--- src/rtl/dac_write_arbiter.sv ---
// Round-robin arbiter for the shared, time-multiplexed dual-channel DAC write
// port. Requester 0 is the PS command path and requester 1 is the loop
// filter/ramp datapath. Each granted write runs a SETUP/STROBE/HOLD sequence.
// The block also keeps a shadow of the last code strobed into each channel.
module dac_write_arbiter #(
  parameter int                        DAC_DATA_WIDTH = 14,
  parameter int                        HOLD_CYCLES    = 1,
  parameter logic [DAC_DATA_WIDTH-1:0] RESET_CODE     = 14'h2000,
  parameter int                        CNT_WIDTH      = 16
) (
  input  logic                      clk,
  input  logic                      rst_i,
  input  logic                      req0_valid_i,
  output logic                      req0_ready_o,
  input  logic                      req0_chan_i,
  input  logic [DAC_DATA_WIDTH-1:0] req0_data_i,
  input  logic                      req1_valid_i,
  output logic                      req1_ready_o,
  input  logic                      req1_chan_i,
  input  logic [DAC_DATA_WIDTH-1:0] req1_data_i,
  output logic [DAC_DATA_WIDTH-1:0] dac_dat_o,
  output logic                      dac_sel_o,
  output logic                      dac_wrt_o,
  output logic                      busy_o,
  output logic                      grant_o,
  output logic [DAC_DATA_WIDTH-1:0] chan_a_o,
  output logic [DAC_DATA_WIDTH-1:0] chan_b_o,
  output logic [CNT_WIDTH-1:0]      wr_count_o
);

  typedef enum logic [1:0] {IDLE, SETUP, STROBE, HOLD} state_e;

  // Loaded on entry to HOLD; HOLD ends on the cycle the counter reads zero.
  localparam logic [3:0] HOLD_LAST = 4'(HOLD_CYCLES - 1);

  state_e                    state_q, state_d;
  logic [3:0]                hold_q, hold_d;
  logic [DAC_DATA_WIDTH-1:0] dat_q, dat_d;
  logic                      sel_q, sel_d;
  logic                      grant_q, grant_d;
  logic [DAC_DATA_WIDTH-1:0] a_q, a_d;
  logic [DAC_DATA_WIDTH-1:0] b_q, b_d;
  logic [CNT_WIDTH-1:0]      cnt_q, cnt_d;

  logic idle;
  logic win;

  // Arbitration: a lone requester wins; on contention the one not granted last wins.
  always_comb begin
    idle         = (state_q == IDLE);
    win          = (req0_valid_i && req1_valid_i) ? ~grant_q : ~req0_valid_i;
    req0_ready_o = idle & req0_valid_i & ~win;
    req1_ready_o = idle & req1_valid_i & win;
  end

  // Next-state logic: accept in IDLE, shadow/count update on leaving STROBE.
  always_comb begin
    state_d = state_q;
    hold_d  = hold_q;
    dat_d   = dat_q;
    sel_d   = sel_q;
    grant_d = grant_q;
    a_d     = a_q;
    b_d     = b_q;
    cnt_d   = cnt_q;
    case (state_q)
      IDLE: begin
        if (req0_ready_o || req1_ready_o) begin
          state_d = SETUP;
          grant_d = win;
          dat_d   = win ? req1_data_i : req0_data_i;
          sel_d   = win ? req1_chan_i : req0_chan_i;
        end
      end
      SETUP: begin
        state_d = STROBE;
      end
      STROBE: begin
        if (sel_q) b_d = dat_q;
        else       a_d = dat_q;
        cnt_d = cnt_q + CNT_WIDTH'(1);
        if (HOLD_CYCLES == 0) begin
          state_d = IDLE;
        end else begin
          state_d = HOLD;
          hold_d  = HOLD_LAST;
        end
      end
      HOLD: begin
        if (hold_q == 4'd0) state_d = IDLE;
        else                hold_d  = hold_q - 4'd1;
      end
      default: begin
        state_d = IDLE;
      end
    endcase
  end

  // State and datapath registers; reset aborts any write in flight.
  always_ff @(posedge clk or posedge rst_i) begin
    if (rst_i) begin
      state_q <= IDLE;
      hold_q  <= 4'd0;
      dat_q   <= RESET_CODE;
      sel_q   <= 1'b0;
      grant_q <= 1'b1;
      a_q     <= RESET_CODE;
      b_q     <= RESET_CODE;
      cnt_q   <= '0;
    end else begin
      state_q <= state_d;
      hold_q  <= hold_d;
      dat_q   <= dat_d;
      sel_q   <= sel_d;
      grant_q <= grant_d;
      a_q     <= a_d;
      b_q     <= b_d;
      cnt_q   <= cnt_d;
    end
  end

  assign dac_dat_o  = dat_q;
  assign dac_sel_o  = sel_q;
  assign dac_wrt_o  = (state_q == STROBE);
  assign busy_o     = (state_q != IDLE);
  assign grant_o    = grant_q;
  assign chan_a_o   = a_q;
  assign chan_b_o   = b_q;
  assign wr_count_o = cnt_q;

endmodule

--- config.mk ---
export PLATFORM = sky130hd
export DESIGN_NAME = dac_write_arbiter
export DESIGN_NICKNAME = d
export VERILOG_FILES = /design/src/rtl/dac_write_arbiter.sv
export SDC_FILE = /design/constraint.sdc
export NUM_CORES = 1
export LEC_CHECK = 0
export BUFFER_PORTS_ARGS = -buffer_cell sky130_fd_sc_hd__buf_2
export CORE_UTILIZATION = 45
export DETAILED_ROUTE_END_ITERATION = 10
export PLACE_DENSITY_LB_ADDON = 0.08
export SLEW_MARGIN = 20
export SYNTH_ARGS = -nofsm -noshare
export SYNTH_HDL_FRONTEND = slang
export SYNTH_SLANG_ARGS = --single-unit
export TNS_END_PERCENT = 10
--- constraint.sdc ---
create_clock -name clk -period 1.62 [get_ports clk]
set_input_delay 0.081 -clock clk [delete_from_list [all_inputs] [get_ports clk]]
set_output_delay 0.081 -clock clk [all_outputs]
set_load 0.01 [all_outputs]
==> results of run 1 <==
[what timing repair did]
action                                  in CTS  in global routing
endpoints found under the setup margin      21                 18
pin swaps                                    0                  1
endpoints found under the hold margin       62                  0
hold buffers                                 1                  0
resized for setup                            6                  6
[power breakdown]
group	switching, W	internal, W
Clock	0.000604	0.000904
Sequential	0.000512	0.00236
Combinational	0.00150	0.00153
[sequential cells by signal (all words and copies together) (netlist names)]
register / cells
state_q: 2
dac_sel_o: 1
wr_count_o: 16
hold_q: 4
grant_o: 1
chan_a_o: 14
dac_dat_o: 14
chan_b_o: 14
[layout make-up]
type / count / area (um^2)
well taps: 75 / 93.8
clock buffers: 11 / 141
repair buffers: 115 / 652
inverters: 9 / 37.5
clock inverters: 5 / 77.6
multi-input cells: 163 / 1210
flip-flops and latches: 66 / 1660
fillers: 508 / 2220
[placed cells by master (no fill, tap or decap), types with 2 or more instances in the layout]
cell,n
xnor2_1,5
clkinvlp_4,2
inv_2,2
inv_1,6
dfrtp_1,62
a21oi_1,2
nor4_1,2
ha_4,2
clkinv_2,2
a31oi_1,16
o21ai_0,17
xor2_1,11
mux2_2,29
nand2_1,10
nor3_1,4
o211ai_1,2
clkbuf_8,10
buf_12,2
buf_4,14
buf_2,97
ha_1,4
nand2b_1,3
nand3_1,16
nor2_1,19
nand4_1,6
bufinv_16,2
dfstp_2,4
nor4_2,2
[kinds of logic (layout without fill, tap and decap cells)]
| logic type | count (synthesis) | in the layout |
|---|---|---|
| AND/OR/NAND/NOR | 69 | 69 |
| AO/OA/AOI/OAI | 41 | 41 |
| XOR/XNOR | 16 | 16 |
| buffers and inverters | 21 | 140 |
| multiplexers | 31 | 31 |
| flip-flops | 66 | 66 |
| adder cells (fa/ha/maj) | 6 | 6 |
[worst paths after layout]
path	from	endpoint	slack (ps)	depth (start not counted)
setup reg to reg	state_q[0]	state_q[1]	60	6
max in group asynchronous	rst_i	grant_o	910	4
setup / recovery	state_q[0]	state_q[1]	60	6
min in group asynchronous	rst_i	dac_dat_o[7]	390	4
hold reg to reg	wr_count_o[15]	wr_count_o[15]	460	1
hold / removal	req1_data_i[13]	dac_dat_o[13]	10	3
[routing by layer]
layer,up-vias,part of all wire [%]
met5,-,0
met4,0,1.2
met3,9,5.7
met2,76,46
met1,1152,47
li1,1121,-
[worst register-to-register path, stage by stage (launching register included)]
cell	delay, ps
dfrtp_1	400
inv_2	100
buf_6	120
ha_4	160
o21a_1	160
o22a_1	180
mux2_1	320
[metrics by stage]
step / util [%] / total power (W) / worst slack [ps] / cells
finish: 63.5 / 0.00741 / 62.0 / 444
global placement: 59.0 / 0.00579 / -2.73 / 427
detailed placement: 59.0 / 0.00587 / -58.0 / 427
floorplan: - / 0.00460 / 6.68 / 250
CTS: 63.0 / 0.00746 / 4.69 / 444
global route: 63.5 / 0.00796 / -15.2 / 444
[synth_stat cells (6+ instances only)]
library cell,n
o21ai_0,17
xor2_1,11
inv_1,9
nand2_1,10
dfrtp_1,62
nor2_1,19
ha_1,6
nand3_1,16
mux2_2,29
a31oi_1,16
nand4_1,6
==> impl_metrics.py, run 1 <==
metrics = {
    "layout": {
        "design_area_um2": 3870,
        "nNetsFinal": 404,
        "num_antenna_cells": 0,
        "drive_above_1_share_pct": 47.2,
        "syn_to_final_growth_pct": 32.7,
    },
    "yosys": {
        "ys_types": 35,
        "syn_area_per_cell_um2": 11.7,
        "ys_seq_area_share_pct": 56.8,
        "synth.net_count": 290,
        "yosysWarnings": 0,
        "synth-simple-area-share_pct": 12.5,
        "synth_fa_ha_area_share_pct": 2.57,
        "ys.flop_type": "dfrtp_1",
        "synth_top_area_share_pct": 53.2,
        "ys_top_cells_by_area": "dfrtp_1, mux2_2, dfstp_2, a31oi_1, xor2_1",
        "synthesis.instances": 250,
        "synthXorXnorAreaFrac_pct": 4.80,
        "synth_top_family_by_area": "simple AND/OR/NAND/NOR gates",
        "synth_top_cell_by_area": "dfrtp_1",
        "ys_seq_elements": 66,
        "synth_compound_area_share_pct": 8.32,
        "synth_edf_count": 0,
        "synth.mux.area_fraction_pct": 11.9,
        "synthArstFlopShare_pct": 100,
        "syn_area_um2": 2920,
    },
    "floorplan": {
        "start_util_pct": 47.9,
        "io_pins": 98,
        "core_area_um2": 6100,
        "die-area_um2": 6810,
        "die_width_um": 82.5,
        "die_y_um": 82.5,
        "rows": 28,
    },
    "drt": {
        "vias_per_cell": 5.31,
        "vias": 2358,
        "routed_wirelength_um": 6780,
        "dr.first_iter.drc_count": 96,
        "dr.pass1.iters": 4,
        "postRouteAntennaNets": 0,
        "drc_errors": 0,
        "wl_per_cell_um": 15.3,
    },
    "timing": {
        "report.final.slew_viol_count": 0,
        "setup_violations": 0,
        "rsz0062_at_grt": "yes",
        "tns_ps": 0,
        "hold_slack_ps": 11.3,
        "finalHoldViolations": 0,
        "finalCriticalPeriod_ps": 1560,
        "worst_pin_slew_ps": 498,
        "fmax_mhz": 642,
        "timing.final.crit_share_pct": 96.2,
        "slew_headroom_pct": 66.8,
        "skew_ps": 8.82,
    },
    "place": {
        "place.gp.congestion": 0.749,
        "placed_area_um2": 3600,
        "io_buffers": 97,
        "hpwl_um": 4780,
    },
    "critical_path": {
        "path_delay_family": "flip-flops",
        "critPathKind": "flop to flop",
        "worstPathArrival_ps": 1770,
        "start_kind": "flop",
        "required_ps": 1830,
        "cp_cell_sequence": "inv_2, buf_6, ha_4, o21a_1, o22a_1, mux2_1",
        "cp_max_fo": 5,
        "critPathMaxStageDelay_ps": 400,
        "crit_path_end_kind": "flop",
        "crit_buf_inv": 2,
        "cp_slowest_cell": "dfrtp_1",
    },
    "power_and_ir_drop": {
        "peakVddDrop_mv": 1.07,
        "leakage_nw": 1.85,
        "pwr_density_cell_nw_per_um2": 1910,
    },
    "clocking": {
        "clk_pin_slew_ps": 70,
        "insertion_delay_ps": 330,
        "cts_buffer_depth": 2,
        "htreeDepth": 3,
        "clock-sinks": 66,
        "cts_root_buf": "clkbuf_8",
        "cts_buffers": 9,
        "cts_tree": "yes",
        "cts_setup_buffers": 0,
    },
    "grt": {
        "grtUsageTotal_pct": 20.8,
        "grt_max_degree": 67,
        "busiest_layer": "met2",
        "met3_usage_pct": 4.18,
        "gr-total-overflow": 0,
        "use_met1_pct": 30.0,
        "grt_pass1_wl_um": 10300,
        "use_met2_pct": 30.4,
        "antenna_found_initial": 0,
        "grt_pass1_vias": 2061,
    },
    "status": {
        "outcome": "finished, final reports clean",
    },
    "run": {
        "cap_viol_max_count": 0,
    },
    "min_path": {
        "hold_class": "input pin to flop",
    },
}
Note: power is estimated with default switching activity, not from simulation.
==> run 2, diff against run 1 <==
--- a/config.mk
+++ b/config.mk
@@ -9,8 +9,7 @@
 export CORE_UTILIZATION = 45
 export DETAILED_ROUTE_END_ITERATION = 10
 export PLACE_DENSITY_LB_ADDON = 0.08
-export SLEW_MARGIN = 20
 export SYNTH_ARGS = -nofsm -noshare
 export SYNTH_HDL_FRONTEND = slang
 export SYNTH_SLANG_ARGS = --single-unit
-export TNS_END_PERCENT = 10
+export TNS_END_PERCENT = 5
==> constraint.sdc (replaced) <==
create_clock -name clk -period 1.62 [get_ports clk]
set_input_delay 0.162 -clock clk [delete_from_list [all_inputs] [get_ports clk]]
set_output_delay 0.162 -clock clk [all_outputs]
set_load 0.01 [all_outputs]
==> impl_metrics.py, run 2 (same netlist as run 1, synthesis figures left out) <==
metrics = {
    "status": {
        "outcome": "finished with violations",
        "violations": "setup timing",
    },
    "timing": {
        "slew_headroom_pct": 63.9,
        "layout_setup_ws_ps": -4.62,
        "setup_violations": 1,
        "worst_pin_slew_ps": 541,
        "timing.final.crit_share_pct": 100,
        "finalCriticalPeriod_ps": 1620,
        "finalHoldViolations": 0,
        "fmax_mhz": 616,
        "report.final.slew_viol_count": 0,
        "skew_ps": 5.23,
        "rsz0062_at_grt": "yes",
        "tns_ps": -4.62,
    },
    "floorplan": {
        "die-area_um2": 6810,
        "io_pins": 98,
        "die_width_um": 82.5,
        "core_area_um2": 6100,
        "die_y_um": 82.5,
        "start_util_pct": 47.9,
        "rows": 28,
    },
    "power_and_ir_drop": {
        "peakVddDrop_mv": 1.12,
        "pwr_density_cell_nw_per_um2": 1960,
        "leakage_nw": 1.90,
        "p_total_w": 0.00774,
    },
    "critical_path": {
        "r2r-start": "state_q[0]",
        "worstPathArrival_ps": 1460,
        "start_kind": "flop",
        "r2r_slack_ps": 30,
        "cp_max_fo": 5,
        "critPathKind": "flop to output port",
        "crit_path_end_kind": "output port",
        "required_ps": 1460,
        "ff2ff_path_depth": 5,
        "worst_r2r_endpoint": "chan_a_o[7]",
    },
    "min_path": {
        "hp-start": "req1_data_i[13]",
        "hold_path_depth": 3,
        "hold_class": "input pin to flop",
        "min_to": "dac_dat_o[13]",
    },
    "grt": {
        "grt_max_degree": 26,
        "grtUsageTotal_pct": 22.0,
        "grt_pass1_wl_um": 10700,
        "gr-total-overflow": 0,
        "antenna_found_initial": 0,
        "grt_pass1_vias": 2120,
    },
    "layout": {
        "largest_register_ffs": 16,
        "nNetsFinal": 407,
        "design_area_um2": 3960,
        "syn_to_final_growth_pct": 35.5,
        "final_common_cell": "buf_2",
        "layout_common_cells": "buf_2, dfrtp_1, mux2_2",
        "num_antenna_cells": 0,
        "nFillCells": 499,
        "drive_above_1_share_pct": 47.6,
    },
    "clocking": {
        "clk_pin_slew_ps": 70,
        "cts_buffers": 9,
        "cts_setup_buffers": 0,
        "cts_tree": "yes",
        "clock-sinks": 66,
        "cts_buffer_depth": 2,
        "cts_root_buf": "clkbuf_8",
        "htreeDepth": 3,
        "insertion_delay_ps": 340,
    },
    "drt": {
        "drc_errors": 0,
        "dr.first_iter.drc_count": 107,
        "vias": 2375,
        "vias_per_cell": 5.31,
        "postRouteAntennaNets": 0,
        "routed_wirelength_um": 7010,
        "dr.pass1.iters": 4,
        "wl_per_cell_um": 15.7,
    },
    "place": {
        "hpwl_um": 5020,
        "io_buffers": 97,
        "place.gp.congestion": 0.762,
        "placed_area_um2": 3630,
    },
    "run": {
        "cap_viol_max_count": 0,
    },
}
## run 2: cell count changes in the layout (fill, tap and decap cells not counted), moves of 2 or more
cell,previous run,this run
buf_4,14,16
bufinv_16,2,4
nor4_1,2,0
nor4_2,2,4
## run 2: cell type report
type                       instances  area, um^2  area share [%]
clock buffer                      11         141            3.57
clock inverter                     5         125            3.16
inverter                           9        37.5           0.949
multi-input combinational        163        1210            30.7
sequential                        66        1660            41.9
tap                               75        93.8            2.37
timing repair buffer             118         687            17.4
## run 2: metrics by stage
stage	hold WS [ps]	setup WS, ps	cells	util, %
2_1_floorplan	298	6.68	250	-
3_3_place_gp	230	-5.15	430	59.6
3_5_place_dp	225	-143	430	59.6
4_1_cts	55.5	-5.17	447	64.5
5_1_grt	73.2	-66.2	447	64.9
6_report	64.6	-4.62	447	64.9
## run 2: how the worst max path moves through the flow
stage	startpoint	endpoint	slack (ps)	cells past startpoint
floorplan	state_q[0]	chan_a_o[0]	7	5
global placement	state_q[0]	chan_a_o[7]	-5	5
detailed placement	state_q[0]	wr_count_o[14]	-140	5
CTS	grant_o	req0_ready_o	-5	3
global route	grant_o	req0_ready_o	-70	3
finish	grant_o	req0_ready_o	-5	3
## run 2: critical path, stage by stage, from the launching register on
cell and delay (ps):
dfstp_2 560, and2b_1 220, nor3_2 190, buf_2 160
## run 2: repair_timing
action,4_1_cts,5_1_grt
hold buffers,1,0
pin swaps,1,2
gates resized for setup,5,5
endpoints found under the setup margin,20,20
hold endpoints to repair,18,0
## run 2: power breakdown
part	internal (W)	switching (W)
Clock	0.00122	0.000616
Combinational	0.00152	0.00151
Sequential	0.00236	0.000514
Total	0.00510	0.00264
## run 2: metal layers
metal	global-route usage [%]	vias up	share of wire, %
li1	-	1127	-
met1	31.2	1163	47
met3	6.59	8	6.3
met4	8.10	0	1.1
met2	31.5	77	46
met5	0	-	0
==> run 3, diff against run 2 <==
--- a/config.mk
+++ b/config.mk
@@ -6,7 +6,7 @@
 export NUM_CORES = 1
 export LEC_CHECK = 0
 export BUFFER_PORTS_ARGS = -buffer_cell sky130_fd_sc_hd__buf_2
-export CORE_UTILIZATION = 45
+export CORE_UTILIZATION = 54
 export DETAILED_ROUTE_END_ITERATION = 10
 export PLACE_DENSITY_LB_ADDON = 0.08
 export SYNTH_ARGS = -nofsm -noshare
==> constraint.sdc (replaced) <==
create_clock -name clk -period 2.1 [get_ports clk]
set_input_delay 0.21 -clock clk [delete_from_list [all_inputs] [get_ports clk]]
set_output_delay 0.21 -clock clk [all_outputs]
set_load 0.01 [all_outputs]
==> impl_metrics.py, run 3 (same netlist as run 1, synthesis figures left out) <==
metrics = {
    "clocking": {
        "clk_pin_slew_ps": 70,
        "insertion_delay_ps": 340,
        "cts_resized": 0,
        "cts_hold_buf": 1,
        "cts_root_buf": "clkbuf_8",
        "htreeDepth": 3,
        "cts_tree": "yes",
        "cts_buffers": 9,
        "cts_buffer_depth": 2,
        "clock-sinks": 66,
        "cts_setup_buffers": 0,
    },
    "floorplan": {
        "start_util_pct": 56.4,
        "die_y_um": 75.5,
        "core_area_um2": 5170,
        "io_pins": 98,
        "rows": 26,
        "die_width_um": 75.5,
        "die-area_um2": 5700,
    },
    "timing": {
        "hold_slack_ps": 117,
        "setup_violations": 0,
        "skew_ps": 9.09,
        "slew_headroom_pct": 55.2,
        "finalHoldViolations": 0,
        "finalCriticalPeriod_ps": 1820,
        "report.final.slew_viol_count": 0,
        "fmax_mhz": 550,
        "rsz0062_at_grt": "no",
        "timing.final.crit_share_pct": 86.6,
        "worst_pin_slew_ps": 672,
        "tns_ps": 0,
    },
    "critical_path": {
        "critPathMaxStageDelay_ps": 560,
        "cp_max_fo": 16,
        "r2r_slack_ps": 310,
        "required_ps": 1890,
        "r2r-start": "state_q[0]",
        "start_kind": "flop",
        "worstPathArrival_ps": 1610,
        "critPathKind": "flop to output port",
        "cp_slowest_cell": "dfstp_2",
        "crit_path_start": "grant_o",
        "ff2ff_path_depth": 4,
        "crit_path_end_kind": "output port",
        "worst_r2r_endpoint": "chan_a_o[10]",
        "cp_cell_sequence": "and2b_1, nor3_1, buf_2",
    },
    "drt": {
        "drc_errors": 0,
        "dr.first_iter.drc_count": 193,
        "postRouteAntennaNets": 0,
        "routed_wirelength_um": 6500,
        "vias_per_cell": 5.42,
        "dr.pass1.iters": 4,
        "vias": 2318,
        "wl_per_cell_um": 15.2,
    },
    "power_and_ir_drop": {
        "leakage_nw": 1.81,
        "pwr_density_cell_nw_per_um2": 1520,
        "peakVddDrop_mv": 0.793,
        "p_total_w": 0.00570,
    },
    "layout": {
        "multiInputGateArea_um2": 1170,
        "drive_above_1_share_pct": 43.3,
        "layout_common_cells": "buf_2, dfrtp_1, mux2_2",
        "syn_to_final_growth_pct": 28.6,
        "nFillCells": 389,
        "regArea_um2": 1660,
        "num_antenna_cells": 0,
        "nNetsFinal": 393,
        "largest_register_ffs": 16,
        "final_common_cell": "buf_2",
    },
    "place": {
        "hpwl_um": 4520,
        "place.gp.congestion": 0.836,
        "io_buffers": 97,
    },
    "grt": {
        "grtUsageTotal_pct": 24.8,
        "antenna_found_initial": 0,
        "grt_pass1_vias": 2123,
        "grt_pass1_wl_um": 10200,
        "gr-total-overflow": 0,
        "grt_max_degree": 31,
    },
    "min_path": {
        "hold_class": "input pin to flop",
        "min_to": "dac_dat_o[13]",
        "hold_path_depth": 3,
        "hp-start": "req1_data_i[13]",
    },
    "run": {
        "cap_viol_max_count": 0,
    },
    "status": {
        "outcome": "finished, final reports clean",
    },
}
==> run 3: changes by cell type in the layout (fill, tap and decap cells not counted), moves of 2 or more <==
| cell | change |
|---|---|
| buf_4 | -11 |
| nor4_2 | -3 |
| buf_12 | -2 |
| nor4_1 | +3 |
| ha_1 | +2 |
==> run 3: per-stage QoR <==
step / setup WS (ps) / instance area (um^2) / utilization (%) / cells
after floorplan: 242 / 2920 / - / 250
after global placement: 384 / 3490 / 67.5 / 411
after detailed placement: 310 / 3490 / 67.5 / 411
after CTS: 265 / 3750 / 72.6 / 428
after global routing: 170 / 3750 / 72.6 / 428
final: 280 / 3750 / 72.6 / 428
==> run 3: final cells by class <==
| type | instances | share of cell area, % |
|---|---|---|
| Inverter | 9 | 0.900 |
| Clock inverter | 4 | 2.60 |
| Multi-Input combinational cell | 163 | 31.2 |
| Sequential cell | 66 | 44.1 |
| Timing Repair Buffer | 104 | 14.7 |
| Tap cell | 70 | 2.33 |
| Clock buffer | 12 | 4.13 |
==> run 3: worst max-delay path by stage <==
stage                    to  slack (ps)  cells after the start
3_3_place_gp    chan_a_o[6]         380                      4
5_1_grt        req0_ready_o         170                      3
3_5_place_dp   chan_a_o[10]         310                      4
2_1_floorplan   chan_a_o[0]         240                      1
6_report       req0_ready_o         280                      3
4_1_cts        req0_ready_o         260                      3
==> run 3: metal layers <==
| layer | share of wire, % | vias up | wire [um] | GRT usage [%] |
|---|---|---|---|---|
| li1 | - | 1100 | - | - |
| met1 | 47 | 1112 | 3060 | 34.9 |
| met2 | 45 | 95 | 2900 | 36.7 |
| met3 | 6.8 | 11 | 444 | 5.82 |
| met4 | 1.4 | 0 | 94 | 11.3 |
| met5 | 0 | - | 0 | 0 |
==> run 3: where the power goes <==
part	internal, W	switching [W]
Sequential	0.00182	0.000396
Combinational	0.00104	0.00111
Clock	0.000854	0.000475
Total	0.00372	0.00198
==> run 3: worst max-delay path: cells and delay by family (launching register included) <==
| kind | cells | cell delay (ps) |
|---|---|---|
| buf+inv | 1 | 160 |
| simple gates | 2 | 550 |
| flops | 1 | 560 |
